--- config.mk ---
export PLATFORM = sky130hd
export DESIGN_NAME = bcd_conv_arbiter
export DESIGN_NICKNAME = d
export VERILOG_FILES = /design/src/rtl/stopwatch_pkg.sv /design/src/rtl/bcd_to_binary.sv /design/src/rtl/bcd_conv_arbiter.sv
export SDC_FILE = /design/constraint.sdc
export NUM_CORES = 1
export LEC_CHECK = 0
export ABC_AREA = 1
export BUFFER_PORTS_ARGS = -buffer_cell sky130_fd_sc_hd__buf_2
export CORE_MARGIN = 10
export CORE_UTILIZATION = 54
export CTS_CLUSTER_DIAMETER = 30
export DETAILED_ROUTE_END_ITERATION = 16
export GPL_ROUTABILITY_DRIVEN = 0
export HOLD_SLACK_MARGIN = 0.03
export PLACE_DENSITY = 0.85
export SETUP_SLACK_MARGIN = 0.2
export SYNTH_ARGS = -nofsm -noshare
export SYNTH_HDL_FRONTEND = slang
export SYNTH_SLANG_ARGS = --single-unit
--- constraint.sdc ---
create_clock -name clk -period 8.6 [get_ports clk]
set_clock_uncertainty 0.1 [all_clocks]
set_input_delay 2.15 -clock clk [delete_from_list [all_inputs] [get_ports clk]]
set_output_delay 2.15 -clock clk [all_outputs]
set_load 0.005 [all_outputs]
--- src/rtl/stopwatch_pkg.sv ---
// Shared stopwatch types: BCD digit, 7-bit binary value and the converter-arbiter FSM states.
package stopwatch_pkg;

   typedef logic [3:0] bcd_t;
   typedef logic [6:0] bin_t;

   localparam bcd_t BCD_MAX = 4'd9;

   typedef enum logic [1:0] {IDLE, CONV, RESP} conv_state_t;

endpackage

--- src/rtl/bcd_to_binary.sv ---
// Combinational single-digit BCD to binary converter.
module bcd_to_binary
   import stopwatch_pkg::*;
(
   input  bcd_t bcd,
   output bin_t bin
);

   assign bin = {3'b000, bcd};

endmodule

--- src/rtl/bcd_conv_arbiter.sv ---
// Round-robin arbiter sharing one bcd_to_binary converter between N_REQ digit requesters,
// sequenced accept -> convert -> respond with rsp_valid/rsp_ready backpressure.
module bcd_conv_arbiter
   import stopwatch_pkg::*;
#(
   parameter  int unsigned N_REQ = 4,
   localparam int unsigned ID_W  = $clog2(N_REQ)
)
(
   input  logic               clk,
   input  logic               rst_n,
   input  logic [N_REQ-1:0]   req_valid,
   input  logic [4*N_REQ-1:0] req_bcd,
   output logic [N_REQ-1:0]   req_ready,
   output logic               rsp_valid,
   input  logic               rsp_ready,
   output logic [ID_W-1:0]    rsp_id,
   output logic [6:0]         rsp_bin,
   output logic               rsp_err,
   output logic               busy
);

   conv_state_t     state, state_nxt;
   logic [ID_W-1:0] rr_ptr;
   logic [ID_W-1:0] grant;
   logic [ID_W-1:0] rr_nxt;
   logic [ID_W-1:0] id_q;
   bcd_t            bcd_q;
   bin_t            conv_bin;
   logic            accept;

   // Rotate so rr_ptr sits at bit 0, take the lowest set bit, then rotate back.
   function automatic logic [ID_W-1:0] rr_pick(input logic [N_REQ-1:0] v,
                                               input logic [ID_W-1:0]  ptr);
      logic [N_REQ-1:0] rot;
      int unsigned      j;
      int unsigned      kk;
      int unsigned      k_sel;
      int unsigned      sel;
      rot   = '0;
      k_sel = 0;
      for (int unsigned k = 0; k < N_REQ; k++) begin
         j = (32'(ptr) + k) % N_REQ;
         rot[k[ID_W-1:0]] = v[j[ID_W-1:0]];
      end
      for (int unsigned k = N_REQ; k > 0; k--) begin
         kk = k - 1;
         if (rot[kk[ID_W-1:0]]) k_sel = kk;
      end
      sel = (32'(ptr) + k_sel) % N_REQ;
      return sel[ID_W-1:0];
   endfunction

   assign grant  = rr_pick(req_valid, rr_ptr);
   assign rr_nxt = (32'(grant) == N_REQ - 1) ? '0 : grant + 1'b1;
   assign busy   = (state != IDLE);

   bcd_to_binary u_conv (
      .bcd (bcd_q),
      .bin (conv_bin)
   );

   always_ff @(posedge clk or negedge rst_n) begin
      if (!rst_n) state <= IDLE;
      else        state <= state_nxt;
   end

   // req_ready is gated by rst_n so no accept is signalled while reset is held.
   always_comb begin
      state_nxt = state;
      accept    = 1'b0;
      req_ready = '0;
      unique case (state)
         IDLE: begin
            if (rst_n && (|req_valid)) begin
               accept           = 1'b1;
               req_ready[grant] = 1'b1;
               state_nxt        = CONV;
            end
         end
         CONV: state_nxt = RESP;
         RESP: if (rsp_ready) state_nxt = IDLE;
         default: state_nxt = IDLE;
      endcase
   end

   always_ff @(posedge clk or negedge rst_n) begin
      if (!rst_n) begin
         rr_ptr    <= '0;
         id_q      <= '0;
         bcd_q     <= '0;
         rsp_valid <= 1'b0;
         rsp_id    <= '0;
         rsp_bin   <= '0;
         rsp_err   <= 1'b0;
      end else begin
         if (accept) begin
            bcd_q  <= req_bcd[{grant, 2'b00} +: 4];
            id_q   <= grant;
            rr_ptr <= rr_nxt;
         end
         if (state == CONV) begin
            rsp_bin   <= (bcd_q <= BCD_MAX) ? conv_bin : '0;
            rsp_err   <= (bcd_q > BCD_MAX);
            rsp_id    <= id_q;
            rsp_valid <= 1'b1;
         end else if ((state == RESP) && rsp_ready) begin
            rsp_valid <= 1'b0;
         end
      end
   end

endmodule

==> impl_metrics.env, run 1 <==
export IMPL_syn_area_sq_um=1200
export IMPL_via_per_inst=5.11
export IMPL_period_share_pct=73.4
export IMPL_clock_latency_ns=0.29
export IMPL_clkSinkCount=18
export IMPL_crit_path_max_fanout=8
export IMPL_synth_seq_area_share_pct=37.7
export IMPL_drt_wl_total_um=2680
export IMPL_hold_viol=0
export IMPL_synth_seq_cells=18
export IMPL_max_freq_ghz=0.158
export IMPL_fin_crit_ns=6.32
export IMPL_place_area_sq_um=1360
export IMPL_cts_setup_buffers=0
export IMPL_post_dp_hpwl_um=2220
export IMPL_critPathKind="input pin to primary output"
export IMPL_cts_resized_gates=0
export IMPL_h_tree_depth=1
export IMPL_worstSetupEndpoint="req_ready[3]"
export IMPL_fin_nets=218
export IMPL_cts_buffer_depth=2
export IMPL_p_sw_w=0.000292
export IMPL_intPower_w=0.000304
export IMPL_wl_per_cell_um=12.2
export IMPL_drive_above_1_share_pct=28.6
export IMPL_power_frac_seq_pct=26.3
export IMPL_die_w_um=67.1
export IMPL_max_cap_viol_count=0
export IMPL_cp_start_kind="input pin"
export IMPL_final_cell_mix="nand2_1, buf_2, dfrtp_1"
export IMPL_ff2ff_path_depth=15
export IMPL_drc=0
export IMPL_die_area_sq_um=4500
export IMPL_peakVddDrop_v=0.000393
export IMPL_stdcell_area_sq_um=1400
export IMPL_ios=39
export IMPL_grt_pass1_wl_um=4350
export IMPL_report_final_setup_viol=0
export IMPL_yosysUniqueCellTypes=25
export IMPL_fillers=189
export IMPL_p_per_area_nw_per_um2=427
export IMPL_cp_end_kind="primary output"
export IMPL_utilization_pct=68.4
export IMPL_tns_ns=0
export IMPL_power_leakage_nw=0.815
export IMPL_drt_first_pass_iters=4
export IMPL_worstReg2RegStart="rr_ptr[0]"
export IMPL_slew_violations=0
export IMPL_grtUsageTotal_pct=11.7
export IMPL_antenna_cells=0
export IMPL_tritoncts="built"
export IMPL_numCtsBuffers=3
export IMPL_ant_nets=0
export IMPL_clkPwrFrac_pct=8.6
export IMPL_hold_path_class="register to register"
export IMPL_yosysWarnings=0
export IMPL_finalPower_w=0.000597
export IMPL_core_sq_um=2040
export IMPL_clk_pin_slew_ns=0.10
export IMPL_rows=16
export IMPL_crit_start="req_valid[1]"
export IMPL_layoutNonFillerInstCount=219
export IMPL_antenna_found_initial=0
export IMPL_start_util_pct=58.6
export IMPL_synth_area_per_cell_sq_um=7.62
export IMPL_postSynthCellCount=157
export IMPL_cp_required_ns=6.35
export IMPL_area_delta_synth_final_pct=16.7
export IMPL_dieHeight_um=67.1
export IMPL_reg2reg_to="rr_ptr[1]"
export IMPL_final_common_cell="nand2_1"
export IMPL_grt_pass1_vias=1045
export IMPL_drt_iter0_drc=43
export IMPL_worst_ep_arrival_time_ns=4.07
export IMPL_status="completed"
export IMPL_rsz0062_at_grt="false"
export IMPL_vias=1120
export IMPL_overflow=0
export IMPL_pwr_share_comb_pct=65.1
export IMPL_grt_max_degree=20
export IMPL_reg2reg_slack_ns=5.90
export IMPL_hold_buffers=0
export IMPL_root_buffer="clkbuf_4"
export IMPL_io_buffer_count=35
export IMPL_sw_frac_of_total_pct=49.0
export IMPL_dp_cells=215
-- critical path, stage by stage --
cell and delay [ns]:
buf_2 0.11, inv_1 0.08, nand2_1 0.08, nand2_1 0.10, nand2_1 0.05, nand2_1 0.10, a31oi_1 0.08, nor2_1 0.10
ha_1 0.16, xor2_1 0.27, inv_1 0.12, nand3_4 0.14, nand2_4 0.09, ha_1 0.22, inv_1 0.05, nor2_1 0.04
buf_2 0.14
-- metrics by stage --
stage	worst slack [ns]	hold slack, ns
floorplan	2.72	0.350
global placement	2.39	0.360
detailed placement	2.30	0.363
CTS	2.29	0.388
global route	2.12	0.422
finish	2.28	0.392
-- area by class of cell --
| cell class | count | area [sq um] | area share, % |
|---|---|---|---|
| Clock buffer | 4 | 36.3 | 2.60 |
| Timing Repair Buffer | 35 | 175 | 12.5 |
| Sequential cell | 18 | 450 | 32.3 |
| Inverter | 18 | 72.6 | 5.20 |
| Multi-Input combinational cell | 117 | 628 | 45.0 |
| Tap cell | 27 | 33.8 | 2.42 |
-- worst min-delay path by stage --
stage	from	to	depth (start not counted)
6_report	rsp_bin[2]	rsp_bin[2]	2
5_1_grt	rsp_id[0]	rsp_id[0]	2
2_1_floorplan	bcd_q[0]	bcd_q[0]	2
3_3_place_gp	rsp_bin[1]	rsp_bin[1]	2
4_1_cts	rsp_bin[2]	rsp_bin[2]	2
3_5_place_dp	rsp_bin[2]	rsp_bin[2]	2
-- power by group through the flow --
stage | Clock (W) | Sequential, W | Combinational [W]
6_report | 0.0000512 | 0.000157 | 0.000388
5_1_grt | 0.0000547 | 0.000164 | 0.000434
4_1_cts | 0.0000516 | 0.000157 | 0.000390
3_5_place_dp | 0 | 0.000158 | 0.000385
3_3_place_gp | 0 | 0.000156 | 0.000373
2_1_floorplan | 0 | 0.000148 | 0.000313
-- synth_stat cells, drive strengths merged --
master  instances  area, sq um
clkbuf          1         13.8
inv            18         72.6
conb            1         3.75
a22o            1         8.76
a21oi           2         10.0
xor2            1         8.76
buf             5         38.8
dfrtp          18          450
a31oi           1         6.26
nand4           1         6.26
nand2          64          285
nor2           10         53.8
mux2i           8         80.1
nand3          16         92.6
ha              2         25.0
o21ai           8         40.0
-- registers in the layout, summed over array words and instances, names as in the netlist --
name and count:
rr_ptr 2, rsp_err 1, bcd_q 4, rsp_bin 4, state 2, rsp_id 2, rsp_valid 1, id_q 2
-- cells by family (layout without fill, tap and decap cells) --
logic type / count (synthesis) / in the layout / synth area share, %
AO/OA/AOI/OAI: 12 / 12 / 5.44
XOR/XNOR: 1 / 1 / 0.732
adder cells (fa/ha/maj): 2 / 2 / 2.09
buffers and inverters: 24 / 57 / 10.5
flip-flops: 18 / 18 / 37.7
multiplexers: 8 / 8 / 6.69
other: 1 / 3 / 0.314
AND/OR/NAND/NOR: 91 / 91 / 36.6
-- per-layer routing --
metal	global-route usage (%)	wire, um	share of wire (%)	vias to the layer above
li1	-	-	-	560
met2	19.0	1230	46	49
met3	2.84	262	9.8	2
met5	0	0	0	-
met1	14.5	1170	44	509
met4	4.87	15	0.56	0
Note: power is estimated with default switching activity, not from simulation.
==> run 2, diff against run 1 <==
Settings changed: CORE_UTILIZATION 54 to 45, PLACE_DENSITY 0.85 to 0.76.
Clock period 8.6 ns to 5.24 ns, I/O delays scaled along.
==> run 2 against run 1 <==
Sequential power grew 62%; core utilization down 12 points; first-iteration DRC count stayed put; sequential cell count stayed put; worst setup slack worse by 1.7 ns.
==> impl_metrics.env, run 2 (synthesized netlist as in run 1, its figures left out) <==
export IMPL_utilization_pct=56.0
export IMPL_worst_slack_ns=0.610
export IMPL_fin_crit_ns=4.63
export IMPL_seq_area_sq_um=450
export IMPL_fin_nets=218
export IMPL_grt_pass1_wl_um=4690
export IMPL_final_cell_mix="nand2_1, buf_2, dfrtp_1"
export IMPL_dieHeight_um=71.6
export IMPL_drive_above_1_share_pct=28.6
export IMPL_hold_path_class="register to register"
export IMPL_slew_violations=0
export IMPL_multi_input_comb_area_sq_um=628
export IMPL_grt_max_degree=20
export IMPL_area_delta_synth_final_pct=17.0
export IMPL_cp_cell_sequence="buf_2, inv_1, nand2_1, nand2_1, nand2_1, nand2_1, a31oi_1, nor2_1, ha_1, xor2_1, inv_1, nand3_4, nand2_4, ha_1, inv_1, nor2_1, buf_2"
export IMPL_tritoncts="built"
export IMPL_cp_common_cell="nand2_1"
export IMPL_cts_buffer_depth=2
export IMPL_root_buffer="clkbuf_4"
export IMPL_post_dp_hpwl_um=2110
export IMPL_power_leakage_nw=0.815
export IMPL_ios=39
export IMPL_drt_wl_total_um=2500
export IMPL_tns_ns=0
export IMPL_crit_path_max_incr_delay_ns=0.29
export IMPL_top_regs="bcd_q x4, rsp_bin x4"
export IMPL_max_freq_ghz=0.216
export IMPL_fillers=230
export IMPL_start_util_pct=47.8
export IMPL_numCtsBuffers=3
export IMPL_crit_buf_inv=5
export IMPL_crit_path_max_fanout=8
export IMPL_antenna_cells=0
export IMPL_period_share_pct=88.4
export IMPL_rows=18
export IMPL_drt_first_pass_iters=4
export IMPL_grt_pass1_vias=1121
export IMPL_final_common_cell="nand2_1"
export IMPL_status="completed"
export IMPL_worst_ep_arrival_time_ns=3.22
export IMPL_ant_nets=0
export IMPL_wl_per_cell_um=11.2
export IMPL_clk_pin_slew_ns=0.09
export IMPL_h_tree_depth=1
export IMPL_cp_end_kind="primary output"
export IMPL_overflow=0
export IMPL_hold_buffers=0
export IMPL_io_buffer_count=35
export IMPL_max_cap_viol_count=0
export IMPL_dp_slack_ns=0.631
export IMPL_cp_start_kind="input pin"
export IMPL_cp_slowest_cell="xor2_1"
export IMPL_via_per_inst=4.84
export IMPL_die_w_um=71.6
export IMPL_cts_setup_buffers=0
export IMPL_clkSinkCount=18
export IMPL_peakVddDrop_v=0.000587
export IMPL_die_area_sq_um=5120
export IMPL_grtUsageTotal_pct=10.6
export IMPL_cpLargestDelayFamily="simple AND/OR/NAND/NOR gates"
export IMPL_report_final_setup_viol=0
export IMPL_drt_iter0_drc=43
export IMPL_drc=0
export IMPL_antenna_found_initial=0
export IMPL_p_per_area_nw_per_um2=683
export IMPL_critPathKind="input pin to primary output"
export IMPL_clock_latency_ns=0.28
export IMPL_cts_resized_gates=0
export IMPL_cp_required_ns=3.83
export IMPL_rsz0062_at_grt="false"
export IMPL_hold_viol=0
export IMPL_core_sq_um=2500
export IMPL_vias=1075
run 2: power breakdown:
group | internal (W) | total, W | leakage, nW | switching (W)
sequential | 0.000204 | 0.000255 | 0.225 | 0.0000517
combinational | 0.000250 | 0.000619 | 0.569 | 0.000370
clock | 0.0000423 | 0.0000819 | 0.0210 | 0.0000396
run 2: layer usage:
| metal | track usage [%] | share of wire [%] | vias up |
|---|---|---|---|
| li1 | - | - | 562 |
| met1 | 12.8 | 46 | 475 |
| met2 | 16.8 | 44 | 36 |
| met3 | 3.31 | 8.9 | 2 |
| met4 | 4.73 | 0.92 | 0 |
| met5 | 0 | 0 | - |
run 2: stage by stage:
step | std cells | hold slack (ns) | cell area, sq um | power [W]
3_5_place_dp | 218 | 0.365 | 1360 | 0.000880
4_1_cts | 222 | 0.391 | 1400 | 0.000969
6_report | 222 | 0.383 | 1400 | 0.000956
3_3_place_gp | 218 | 0.364 | 1360 | 0.000865
5_1_grt | 222 | 0.424 | 1400 | 0.00107
2_1_floorplan | 159 | 0.350 | 1200 | 0.000757
run 2: path summary, 6_finish.rpt:
check / from / endpoint / slack (ns) / cells after the start
setup reg to reg: rr_ptr[0] / rr_ptr[1] / 2.57 / 15
setup / recovery: req_valid[3] / req_ready[3] / 0.61 / 17
hold reg to reg: rsp_bin[2] / rsp_bin[2] / 0.38 / 2
hold / removal: rsp_bin[2] / rsp_bin[2] / 0.38 / 2
min in group asynchronous: rst_n / rsp_valid / 0.83 / 1
max in group asynchronous: rst_n / rsp_bin[2] / 3.93 / 1
run 2: worst min-delay path, delay by kind of cell, from the launching register on:
family,cells,cell delay [ns]
flops,1,0.35
simple gates,2,0.10
run 2: cell type report:
type	instances	area share [%]
flip-flops and latches	18	32.2
clock buffers	4	2.59
multi-input cells	117	44.9
repair buffers	35	12.5
inverters	18	5.18
well taps	30	2.68
==> run 3, diff against run 2 <==
Settings changed: CORE_UTILIZATION 45 to 46, SYNTH_HIERARCHICAL set to 1.
==> run 3 against run 2 <==
Area after synthesis up 10%; total power up 5.6%; synthesized cell count up 2.5%; wire length up 6.0%; final cell count up 1.8%; sequential power up 15%; via count up 0.74%; largest cell class unchanged.
==> impl_metrics.env, run 3 <==
export IMPL_pwr_share_comb_pct=63.7
export IMPL_ios=39
export IMPL_core_sq_um=2760
export IMPL_clock_latency_ns=0.30
export IMPL_fin_nets=221
export IMPL_grt_max_degree=22
export IMPL_place_area_sq_um=1470
export IMPL_slew_violations=0
export IMPL_grtUsageTotal_pct=9.85
export IMPL_intPower_w=0.000533
export IMPL_peakVddDrop_v=0.000512
export IMPL_stdcell_area_sq_um=1500
export IMPL_final_cell_mix="nand2_1, buf_2, dfrtp_1"
export IMPL_die_w_um=73.5
export IMPL_overflow=0
export IMPL_hold_path_class="register to register"
export IMPL_grt_pass1_wl_um=4450
export IMPL_area_delta_synth_final_pct=14.0
export IMPL_clk_pin_slew_ns=0.09
export IMPL_cts_resized_gates=0
export IMPL_ant_nets=0
export IMPL_critPathKind="input pin to primary output"
export IMPL_postSynthCellCount=161
export IMPL_netlist_top_cells_area="dfrtp_1, nand2_1, mux2i_1, a22o_1, nand3_1"
export IMPL_reg2reg_to="rr_ptr[1]"
export IMPL_yosys_cell_count_top_type="nand2_1"
export IMPL_fin_crit_ns=4.64
export IMPL_yosysWarnings=6
export IMPL_io_buffer_count=38
export IMPL_yosysUniqueCellTypes=26
export IMPL_synth_area_leader_cell="dfrtp_1"
export IMPL_worstReg2RegStart="rr_ptr[0]"
export IMPL_wl_met2_um=1060
export IMPL_cts_setup_buffers=0
export IMPL_cts_buffer_depth=2
export IMPL_max_freq_ghz=0.215
export IMPL_antenna_found_initial=0
export IMPL_top_regs="rsp_bin x7, bcd_q x4"
export IMPL_post_dp_hpwl_um=2190
export IMPL_wl_met3_um=213
export IMPL_grt_pass1_vias=1051
export IMPL_holdPathEnd="rsp_id[0]"
export IMPL_drt_wl_total_um=2650
export IMPL_tritoncts="built"
export IMPL_rows=19
export IMPL_cp_end_kind="primary output"
export IMPL_rsz0062_at_grt="false"
export IMPL_min_from="rsp_id[0]"
export IMPL_synth_top_flop_cell="dfrtp_1"
export IMPL_yosysTopAreaCellShare_pct=39.9
export IMPL_hold_viol=0
export IMPL_async_flop_share_pct=100
export IMPL_crit_path_max_fanout=8
export IMPL_cp_start_kind="input pin"
export IMPL_start_util_pct=47.7
export IMPL_met1_length_um=1330
export IMPL_antenna_cells=0
export IMPL_final_common_cell="nand2_1"
export IMPL_drive_above_1_share_pct=29.7
export IMPL_drt_first_pass_iters=4
export IMPL_root_buffer="clkbuf_4"
export IMPL_sw_frac_of_total_pct=47.2
export IMPL_vias=1083
export IMPL_clkPwrFrac_pct=7.4
export IMPL_dp_cells=222
export IMPL_report_final_setup_viol=0
export IMPL_worst_ep_arrival_time_ns=3.23
export IMPL_whs_path_depth=2
export IMPL_die_area_sq_um=5400
export IMPL_synth_commonest_cells="nand2_1, dfrtp_1, inv_1"
export IMPL_dieHeight_um=73.5
export IMPL_p_per_area_nw_per_um2=673
export IMPL_largest_register="rsp_bin"
export IMPL_syn_area_sq_um=1320
export IMPL_cp_required_ns=3.83
export IMPL_status="completed"
export IMPL_max_cap_viol_count=0
export IMPL_reg2reg_slack_ns=2.53
export IMPL_clkSinkCount=21
export IMPL_hold_buffers=0
export IMPL_power_frac_seq_pct=28.9
export IMPL_synth_enable_flop_cells=0
export IMPL_power_leakage_nw=0.857
export IMPL_synth_area_per_cell_sq_um=8.18
export IMPL_wl_per_cell_um=11.7
export IMPL_tns_ns=0
export IMPL_highest_layer="met4"
export IMPL_h_tree_depth=1
export IMPL_via_per_inst=4.79
export IMPL_drt_iter0_drc=81
export IMPL_period_share_pct=88.6
export IMPL_p_sw_w=0.000477
export IMPL_largest_reg_flops=7
export IMPL_synth_seq_cells=21
export IMPL_ff2ff_path_depth=15
export IMPL_synth_seq_area_share_pct=39.9
export IMPL_drc=0
export IMPL_numCtsBuffers=3
export IMPL_layoutNonFillerInstCount=226
run 3: per-layer routing:
| metal | vias to the layer above | GRT usage (%) |
|---|---|---|
| li1 | 574 | - |
| met1 | 468 | 13.7 |
| met2 | 37 | 13.7 |
| met3 | 4 | 2.69 |
| met4 | 0 | 4.35 |
| met5 | - | 0 |
run 3: cell type report:
type / count / area [sq um]
fill: 259 / 1260
multi-input combinational: 114 / 643
sequential: 21 / 526
timing repair buffer: 39 / 198
inverter: 17 / 68.8
tap: 31 / 38.8
clock buffer: 4 / 26.3
run 3: logic make-up (layout without fill, tap and decap cells):
kind of cell             count (synthesis)  in the layout  synth area share (%)
flip-flops                              21             21                  39.9
adder cells (fa/ha/maj)                  2              2                  1.90
buffers and inverters                   28             60                  11.8
multiplexers                             8              8                  6.08
XOR/XNOR                                 1              1                 0.666
AO/OA/AOI/OAI                           18             18                  8.94
AND/OR/NAND/NOR                         82             82                  30.4
other                                    1              3                 0.285
run 3: per-stage QoR:
step	power [W]	setup WS, ns	hold slack (ns)	util (%)
CTS	0.00102	0.611	0.392	54.4
global route	0.00111	0.388	0.415	54.4
detailed placement	0.000941	0.623	0.368	53.4
floorplan	0.000827	1.04	0.350	-
global placement	0.000936	0.689	0.365	53.4
finish	0.00101	0.596	0.388	54.4
run 3: worst max-delay path by stage:
stage,start,to,slack (ns),cells after the start
6_report,req_valid[1],req_ready[3],0.60,17
5_1_grt,req_valid[1],req_ready[3],0.39,17
4_1_cts,req_valid[1],req_ready[3],0.61,17
3_5_place_dp,req_valid[1],req_ready[3],0.62,17
3_3_place_gp,req_valid[3],req_ready[3],0.69,17
2_1_floorplan,req_valid[1],req_ready[3],1.04,15
run 3: power by group through the flow:
stage                     clock [W]  combinational, W  sequential, W
after floorplan                   0          0.000547       0.000280
after global placement            0          0.000641       0.000295
after detailed placement          0          0.000644       0.000297
after CTS                 0.0000758          0.000649       0.000293
after global routing      0.0000825          0.000729       0.000302
final                     0.0000748          0.000643       0.000292
run 3: worst max-delay path, stage by stage:
cell and delay (ns):
buf_2 0.11, inv_1 0.08, nand2_1 0.07, nand2_1 0.10, nand2_1 0.05, nand2_1 0.10, a31oi_1 0.09, nor2_1 0.09
ha_1 0.16, xor2_1 0.29, inv_1 0.13, nand3_4 0.14, nand2_4 0.09, ha_1 0.20, inv_1 0.05, nor2_1 0.04
buf_2 0.14
